==> src/rtl/e05_pkg.sv <==
// Shared types and widths for the E05 input stepper.
package e05_pkg;

  localparam int unsigned CODE_W = 3;

  typedef enum logic [1:0] {
    IDLE         = 2'd0,
    PRESS_WAIT   = 2'd1,
    HELD         = 2'd2,
    RELEASE_WAIT = 2'd3
  } deb_state_t;

endpackage

==> src/rtl/e05_debounce.sv <==
// Two-flop synchronizer plus debounce FSM; emits one press strobe per accepted press.
module e05_debounce
  import e05_pkg::*;
#(
  parameter int unsigned DEBOUNCE_CYCLES = 4
) (
  input  logic clk,
  input  logic rst_n,
  input  logic btn,
  output logic press
);

  localparam int unsigned CNT_W = $clog2(DEBOUNCE_CYCLES + 1);
  localparam logic [CNT_W-1:0] CNT_ONE  = CNT_W'(1);
  localparam logic [CNT_W-1:0] CNT_LAST = CNT_W'(DEBOUNCE_CYCLES - 1);

  logic             sync1_q, sync1_d;
  logic             sync2_q, sync2_d;
  deb_state_t       state_q, state_d;
  logic [CNT_W-1:0] cnt_q, cnt_d;
  logic             press_q, press_d;

  // Next state: the counter holds how many consecutive samples agree with the pending level.
  always_comb begin
    sync1_d = btn;
    sync2_d = sync1_q;
    state_d = state_q;
    cnt_d   = cnt_q;
    press_d = 1'b0;
    case (state_q)
      IDLE: begin
        if (sync2_q) begin
          state_d = PRESS_WAIT;
          cnt_d   = CNT_ONE;
        end
      end
      PRESS_WAIT: begin
        if (!sync2_q) begin
          state_d = IDLE;
          cnt_d   = '0;
        end else if (cnt_q == CNT_LAST) begin
          state_d = HELD;
          cnt_d   = '0;
          press_d = 1'b1;
        end else begin
          cnt_d = cnt_q + CNT_ONE;
        end
      end
      HELD: begin
        if (!sync2_q) begin
          state_d = RELEASE_WAIT;
          cnt_d   = CNT_ONE;
        end
      end
      RELEASE_WAIT: begin
        if (sync2_q) begin
          state_d = HELD;
          cnt_d   = '0;
        end else if (cnt_q == CNT_LAST) begin
          state_d = IDLE;
          cnt_d   = '0;
        end else begin
          cnt_d = cnt_q + CNT_ONE;
        end
      end
      default: begin
        state_d = IDLE;
        cnt_d   = '0;
      end
    endcase
  end

  // State register with asynchronous clear.
  always_ff @(posedge clk or negedge rst_n) begin
    if (!rst_n) begin
      sync1_q <= 1'b0;
      sync2_q <= 1'b0;
      state_q <= IDLE;
      cnt_q   <= '0;
      press_q <= 1'b0;
    end else begin
      sync1_q <= sync1_d;
      sync2_q <= sync2_d;
      state_q <= state_d;
      cnt_q   <= cnt_d;
      press_q <= press_d;
    end
  end

  assign press = press_q;

endmodule

==> src/rtl/e05_input_stepper.sv <==
// Drives the E05 a/b/c inputs: debounced manual stepping or prescaled auto-run.
module e05_input_stepper
  import e05_pkg::*;
#(
  parameter int unsigned DEBOUNCE_CYCLES = 4,
  parameter int unsigned AUTO_DIV        = 8
) (
  input  logic              clk,
  input  logic              rst_n,
  input  logic              btn_step,
  input  logic              btn_mode,
  output logic              a,
  output logic              b,
  output logic              c,
  output logic [CODE_W-1:0] code,
  output logic              auto_mode,
  output logic              step_pulse
);

  localparam int unsigned PRE_W = $clog2(AUTO_DIV);
  localparam logic [PRE_W-1:0] PRE_ONE  = PRE_W'(1);
  localparam logic [PRE_W-1:0] PRE_LAST = PRE_W'(AUTO_DIV - 1);

  logic              step_press;
  logic              mode_press;
  logic              do_step;
  logic [CODE_W-1:0] code_q, code_d;
  logic              auto_q, auto_d;
  logic [PRE_W-1:0]  pre_q, pre_d;
  logic              step_pulse_q, step_pulse_d;

  e05_debounce #(.DEBOUNCE_CYCLES(DEBOUNCE_CYCLES)) u_deb_step (
    .clk   (clk),
    .rst_n (rst_n),
    .btn   (btn_step),
    .press (step_press)
  );

  e05_debounce #(.DEBOUNCE_CYCLES(DEBOUNCE_CYCLES)) u_deb_mode (
    .clk   (clk),
    .rst_n (rst_n),
    .btn   (btn_mode),
    .press (mode_press)
  );

  // Mode toggle has priority over any step; prescaler only runs in auto mode.
  always_comb begin
    auto_d  = auto_q;
    pre_d   = pre_q;
    do_step = 1'b0;
    if (mode_press) begin
      auto_d = ~auto_q;
      pre_d  = '0;
    end else if (auto_q) begin
      if (pre_q == PRE_LAST) begin
        pre_d   = '0;
        do_step = 1'b1;
      end else begin
        pre_d = pre_q + PRE_ONE;
      end
    end else begin
      pre_d   = '0;
      do_step = step_press;
    end
    code_d       = do_step ? code_q + CODE_W'(1) : code_q;
    step_pulse_d = do_step;
  end

  // Mode, prescaler, code and strobe registers.
  always_ff @(posedge clk or negedge rst_n) begin
    if (!rst_n) begin
      code_q       <= '0;
      auto_q       <= 1'b0;
      pre_q        <= '0;
      step_pulse_q <= 1'b0;
    end else begin
      code_q       <= code_d;
      auto_q       <= auto_d;
      pre_q        <= pre_d;
      step_pulse_q <= step_pulse_d;
    end
  end

  assign code       = code_q;
  assign a          = code_q[2];
  assign b          = code_q[1];
  assign c          = code_q[0];
  assign auto_mode  = auto_q;
  assign step_pulse = step_pulse_q;

endmodule

==> config.mk <==
export PLATFORM = sky130hd
export DESIGN_NAME = e05_input_stepper
export DESIGN_NICKNAME = d
export VERILOG_FILES = /design/src/rtl/e05_pkg.sv /design/src/rtl/e05_debounce.sv /design/src/rtl/e05_input_stepper.sv
export SDC_FILE = /design/constraint.sdc
export NUM_CORES = 1
export LEC_CHECK = 0
export ABC_CLOCK_PERIOD_IN_PS = 4400
export BUFFER_PORTS_ARGS = -buffer_cell sky130_fd_sc_hd__buf_2
export CORE_MARGIN = 3
export CORE_UTILIZATION = 33
export CTS_CLUSTER_DIAMETER = 100
export DETAILED_ROUTE_END_ITERATION = 7
export SLEW_MARGIN = 20
export SYNTH_ARGS = -nofsm -noshare
export SYNTH_HDL_FRONTEND = slang
export SYNTH_HIERARCHICAL = 1
export SYNTH_SLANG_ARGS = --single-unit
==> constraint.sdc <==
create_clock -name clk -period 4.4 [get_ports clk]
set_input_delay 0.88 -clock clk [delete_from_list [all_inputs] [get_ports clk]]
set_output_delay 0.88 -clock clk [all_outputs]
set_load 0.05 [all_outputs]
==> flow_metrics.py, run 1 <==
metrics = {
    "route": {
        "drt_wl_total_um": 1340,
        "first_iter_violations": 9,
        "drc_errors": 0,
        "antenna_left": 0,
        "drtPass1Iterations": 2,
        "wire_per_inst_um": 11.8,
        "vias": 542,
        "viasPerCell": 4.80,
    },
    "grt": {
        "grt_pass1_wl_um": 2210,
        "grt_pass1_vias": 535,
        "track_usage_pct": 8.53,
        "antenna_found_initial": 0,
        "overflow": 0,
        "grt_max_degree": 25,
    },
    "logic_synthesis": {
        "synth_cells": 71,
        "syn_avg_cell_area_um2": 14.0,
        "yosys_warnings": 6,
        "synth_fp_nets": 80,
        "syn_area_um2": 993,
        "synth_edf_count": 0,
        "synth-seq-cells": 24,
        "synth_flop_cell": "dfrtp_1",
        "yosysSeqAreaShare_pct": 60.5,
        "ys_async_sr_fraction_pct": 100,
        "synth_cell_types": 25,
    },
    "finish": {
        "stdcell_count": 113,
        "final_cell_mix": "dfrtp_1 (24), buf_2 (11), ha_1 (5)",
        "final_common_cell": "dfrtp_1",
        "fin_nets": 93,
        "diodes": 0,
        "area_delta_synth_final_pct": 9.45,
        "drive_above_1_share_pct": 28.0,
    },
    "floorplanning": {
        "fp.dieH_um": 60.9,
        "num_rows": 19,
        "start_util_pct": 35.4,
        "design.portCount": 12,
        "die_w_um": 60.9,
        "core_area_um2": 2810,
        "die-area_um2": 3700,
    },
    "placement": {
        "dpl.hpwl_um": 974,
        "io_buffers": 11,
        "dp.cells": 110,
        "gp_congestion": 0.689,
    },
    "timing": {
        "fin_worst_skew_ns": 0.00108,
        "hold_viol": 0,
        "rsz0062_at_grt": "false",
        "maxSlewViolCount": 0,
        "relSlewSlack_pct": 66.1,
        "finalSetupViolations": 0,
        "layout_min_cycle_time_ns": 1.94,
        "fin_tns_setup_ns": 0,
        "worst_slew_pin_slew_ns": 0.508,
        "fin_crit_sh_pct": 44.1,
        "fmax_mhz": 515,
    },
    "power_and_ir_drop": {
        "peakVddDrop_v": 0.000136,
        "swShare_pct": 39.3,
        "p_clk_share_pct": 14.1,
        "switchingPower_mw": 0.259,
        "power.share.combinational_pct": 35.5,
        "power_frac_seq_pct": 50.4,
        "p_int_mw": 0.400,
        "powerDensity_nw_per_um2": 607,
        "p_leak_nw": 0.540,
    },
    "critical_path": {
        "crit_fanout": 6,
        "worstPathCellList": "buf_2",
        "max_stage_delay_ns": 0.46,
        "cp_num_buf_inv": 1,
        "critical-path-slowest-cell": "dfrtp_1",
        "path_delay_family": "flip-flops",
        "worstSetupPathType": "flop to output port",
        "cp-start-kind": "flop",
        "cp-end-kind": "output port",
        "critPathArrivalTime_ns": 1.06,
        "cp.required_ns": 3.52,
    },
    "clocking": {
        "path_clk_slew_ns": 0.12,
        "cts_resized": 0,
        "cts_htree_levels": 1,
        "numCtsBuffers": 3,
        "cts_tree": "done",
        "clockRootBuffer": "clkbuf_4",
        "cts_sinks": 24,
        "clock_latency_ns": 0.30,
        "cts_setup_buffers": 0,
        "holdBufCountCts": 0,
        "clockBufferDepth": 2,
    },
    "status": {
        "outcome": "complete, no violations",
    },
    "job": {
        "maxCapViolations": 0,
    },
    "min_path": {
        "holdCritPathClass": "flop to flop",
    },
}
==> through the flow <==
step	setup slack (ns)	hold slack, ns	instance area [um^2]	power, mW	util [%]
final	2.46	0.365	1090	0.660	38.8
after global routing	2.39	0.381	1090	0.711	38.8
after CTS	2.44	0.366	1090	0.672	38.8
after detailed placement	2.80	0.337	1060	0.577	38.0
after global placement	2.83	0.333	1060	0.566	38.0
after floorplan	2.58	0.331	993	0.529	-
==> registers in the layout (all words and copies together), names as in the netlist, named ones only <==
register and flops:
u_deb_step/sync1_q 1, pre_q 3, code 3, u_deb_step/press 1, u_deb_mode/cnt_q 3, step_pulse 1, u_deb_step/cnt_q 3, auto_mode 1
u_deb_step/sync2_q 1, u_deb_mode/sync2_q 1, u_deb_step/state_q 1, u_deb_mode/state_q 1, u_deb_mode/sync1_q 1, u_deb_mode/press 1
==> layer usage <==
metal / up-vias / GRT usage (%) / part of all wire (%)
met5: - / 0 / 0
met3: 4 / 2.55 / 5.5
met4: 0 / 6.50 / 2.5
met1: 260 / 8.86 / 44
met2: 15 / 14.4 / 48
li1: 263 / - / -
==> cell families after synthesis <==
| family | after synthesis | share of synthesized area (%) |
|---|---|---|
| and+or+nand+nor | 20 | 15.0 |
| DFF | 24 | 60.5 |
| AOI/OAI and AO/OA | 9 | 5.54 |
| adders and majority gates | 5 | 6.30 |
| buffers and inverters | 3 | 2.27 |
| xor gates and xnor gates | 6 | 6.05 |
| muxes | 4 | 4.41 |
==> synth_stat cells, types with 2 or more instances <==
cell      count  area share [%]
dfrtp_1      24              60
ha_1          5             6.3
o21a_1        4             3.0
o21ai_0       4             2.0
xor2_1        4             3.5
buf_4         3             2.3
nand2_1       3             1.1
nor3b_1       3             2.3
and3b_2       2             2.0
mux2_2        2             2.3
nand4b_1      2             1.8
nor2_1        2            0.76
==> area by class of cell <==
cell class / instances / area, um^2
clock buffer: 3 / 22.5
fill: 283 / 1720
multi-input combinational: 44 / 370
sequential: 24 / 601
tap: 31 / 38.8
timing repair buffer: 11 / 55.1
==> power by group through the flow <==
stage | Combinational (mW) | Sequential, mW | Clock [mW]
global route | 0.261 | 0.343 | 0.108
CTS | 0.238 | 0.333 | 0.100
global placement | 0.233 | 0.333 | 0
detailed placement | 0.239 | 0.338 | 0
floorplan | 0.156 | 0.372 | 0
finish | 0.234 | 0.332 | 0.0933
==> worst paths after layout <==
check,startpoint,end,slack (ns),depth (start not counted)
setup / recovery,auto_mode,auto_mode,2.46,1
hold / removal,u_deb_step/sync1_q,u_deb_step/sync2_q,0.37,0
setup reg to reg,pre_q[0],code[1],2.92,5
hold reg to reg,u_deb_step/sync1_q,u_deb_step/sync2_q,0.37,0
max in group asynchronous,rst_n,async pin,3.54,1
min in group asynchronous,rst_n,step_pulse,0.52,1
Note: power is estimated with default switching activity, not from simulation.
==> run 2: changes to the inputs <==
- ABC_CLOCK_PERIOD_IN_PS: 4400 -> 2000
- clock period: 4.4 -> 2 ns (I/O delays scaled with it)
==> flow_metrics.py, run 2 (synthesis gave the netlist of run 1 again) <==
metrics = {
    "min_path": {
        "holdCritPathClass": "primary input to async pin",
    },
    "critical_path": {
        "worstSetupPathType": "flop to flop",
        "crit_fanout": 3,
        "timing.rr.start": "pre_q[0]",
        "cp_num_buf_inv": 0,
        "worstPathCellList": "ha_1, ha_1, mux2i_1, nor2_2, mux2_2",
        "cpMostUsedCell": "ha_1",
        "cp-end-kind": "flop",
        "path_delay_family": "multiplexers",
        "critPathArrivalTime_ns": 1.69,
        "r2r-end": "code[1]",
        "reg2reg_depth": 5,
        "ff2ff_setup_slack_ns": 0.52,
        "max_stage_delay_ns": 0.41,
        "cp.required_ns": 2.21,
        "cp-start-kind": "flop",
        "critical-path-slowest-cell": "dfrtp_1",
    },
    "finish": {
        "final_common_cell": "dfrtp_1",
        "diodes": 0,
        "fin_nets": 93,
        "area_delta_synth_final_pct": 12.5,
        "drive_above_1_share_pct": 28.9,
        "final_cell_mix": "dfrtp_1 (24), buf_2 (11), ha_1 (5)",
    },
    "placement": {
        "gp_congestion": 0.650,
        "dp_slack_ns": 0.541,
        "io_buffers": 11,
        "dpl.hpwl_um": 997,
    },
    "power_and_ir_drop": {
        "swShare_pct": 36.4,
        "power_frac_seq_pct": 46.0,
        "peakVddDrop_v": 0.000405,
        "p_int_mw": 1.01,
        "switchingPower_mw": 0.581,
        "p_clk_share_pct": 21.5,
        "p_leak_nw": 0.554,
        "powerDensity_nw_per_um2": 1430,
        "power.share.combinational_pct": 32.5,
    },
    "clocking": {
        "cts_htree_levels": 1,
        "cts_tree": "done",
        "cts_resized": 0,
        "path_clk_slew_ns": 0.14,
        "cts_sinks": 24,
        "clockBufferDepth": 2,
        "cts_setup_buffers": 0,
        "holdBufCountCts": 0,
        "clockRootBuffer": "clkbuf_4",
        "clock_latency_ns": 0.31,
        "numCtsBuffers": 3,
    },
    "route": {
        "first_iter_violations": 21,
        "vias": 551,
        "drtPass1Iterations": 3,
        "antenna_left": 0,
        "drt_wl_total_um": 1350,
        "viasPerCell": 4.83,
        "drc_errors": 0,
        "wire_per_inst_um": 11.8,
    },
    "status": {
        "outcome": "complete, no violations",
    },
    "timing": {
        "fin_crit_sh_pct": 73.9,
        "setup_ws_ns": 0.522,
        "hold_viol": 0,
        "fin_worst_skew_ns": 0.0115,
        "fmax_mhz": 677,
        "fin_tns_setup_ns": 0,
        "rsz0062_at_grt": "false",
        "maxSlewViolCount": 0,
        "worst_slew_pin_slew_ns": 0.521,
        "relSlewSlack_pct": 65.3,
        "layout_min_cycle_time_ns": 1.48,
        "finalSetupViolations": 0,
    },
    "grt": {
        "grt_pass1_wl_um": 2280,
        "grt_pass1_vias": 564,
        "grt_max_degree": 25,
        "antenna_found_initial": 0,
        "track_usage_pct": 8.39,
        "overflow": 0,
    },
    "job": {
        "maxCapViolations": 0,
    },
    "floorplanning": {
        "start_util_pct": 35.4,
        "die-area_um2": 3700,
        "core_area_um2": 2810,
        "design.portCount": 12,
        "die_w_um": 60.9,
        "num_rows": 19,
        "fp.dieH_um": 60.9,
    },
}
-- run 2: cell types whose count changed in the layout (fill, tap and decap cells not counted), sizes merged --
cell	delta
bufinv	+1
-- run 2: worst register-to-register path: cells and delay by family, from the launching register on --
family,cells,cell delay [ns]
muxes,2,0.50
adders and majority gates,2,0.39
and+or+nand+nor,1,0.08
DFF,1,0.41
-- run 2: routing by layer --
metal | part of all wire (%) | GRT usage (%)
met1 | 46 | 9.62
met2 | 48 | 14.4
met3 | 5.0 | 2.55
met4 | 0.67 | 3.72
met5 | 0 | 0
-- run 2: per-stage QoR --
step | power (mW) | hold WS (ns) | area, um^2 | instances | utilization, %
final | 1.59 | 0.0396 | 1120 | 114 | 39.8
after global routing | 1.70 | 0.0678 | 1120 | 114 | 39.8
after CTS | 1.62 | 0.0603 | 1120 | 114 | 39.8
after detailed placement | 1.28 | 0.341 | 1060 | 110 | 38.0
after global placement | 1.24 | 0.332 | 1060 | 110 | 38.0
after floorplan | 1.16 | 0.104 | 993 | 71 | -
-- run 2: worst max path at each step --
stage / startpoint / end / slack, ns / cells past startpoint
2_1_floorplan: auto_mode / code[1] / 0.53 / 3
3_3_place_gp: pre_q[0] / code[1] / 0.59 / 5
3_5_place_dp: pre_q[0] / code[1] / 0.54 / 5
4_1_cts: auto_mode / auto_mode / 0.50 / 1
5_1_grt: pre_q[0] / code[1] / 0.46 / 5
6_report: pre_q[0] / code[1] / 0.52 / 5
-- run 2: power by group through the flow --
stage | Sequential [mW] | Clock [mW] | Combinational (mW)
after floorplan | 0.819 | 0 | 0.344
after detailed placement | 0.747 | 0 | 0.529
after global routing | 0.758 | 0.374 | 0.571
after global placement | 0.735 | 0 | 0.508
final | 0.734 | 0.343 | 0.518
after CTS | 0.736 | 0.356 | 0.528
-- run 2: layout make-up --
cell class              count  area, um^2
clock buffers               3        22.5
flip-flops and latches     24         601
multi-input cells          44         370
clock inverters             1        30.0
repair buffers             11        55.1
well taps                  31        38.8
fillers                   270        1690
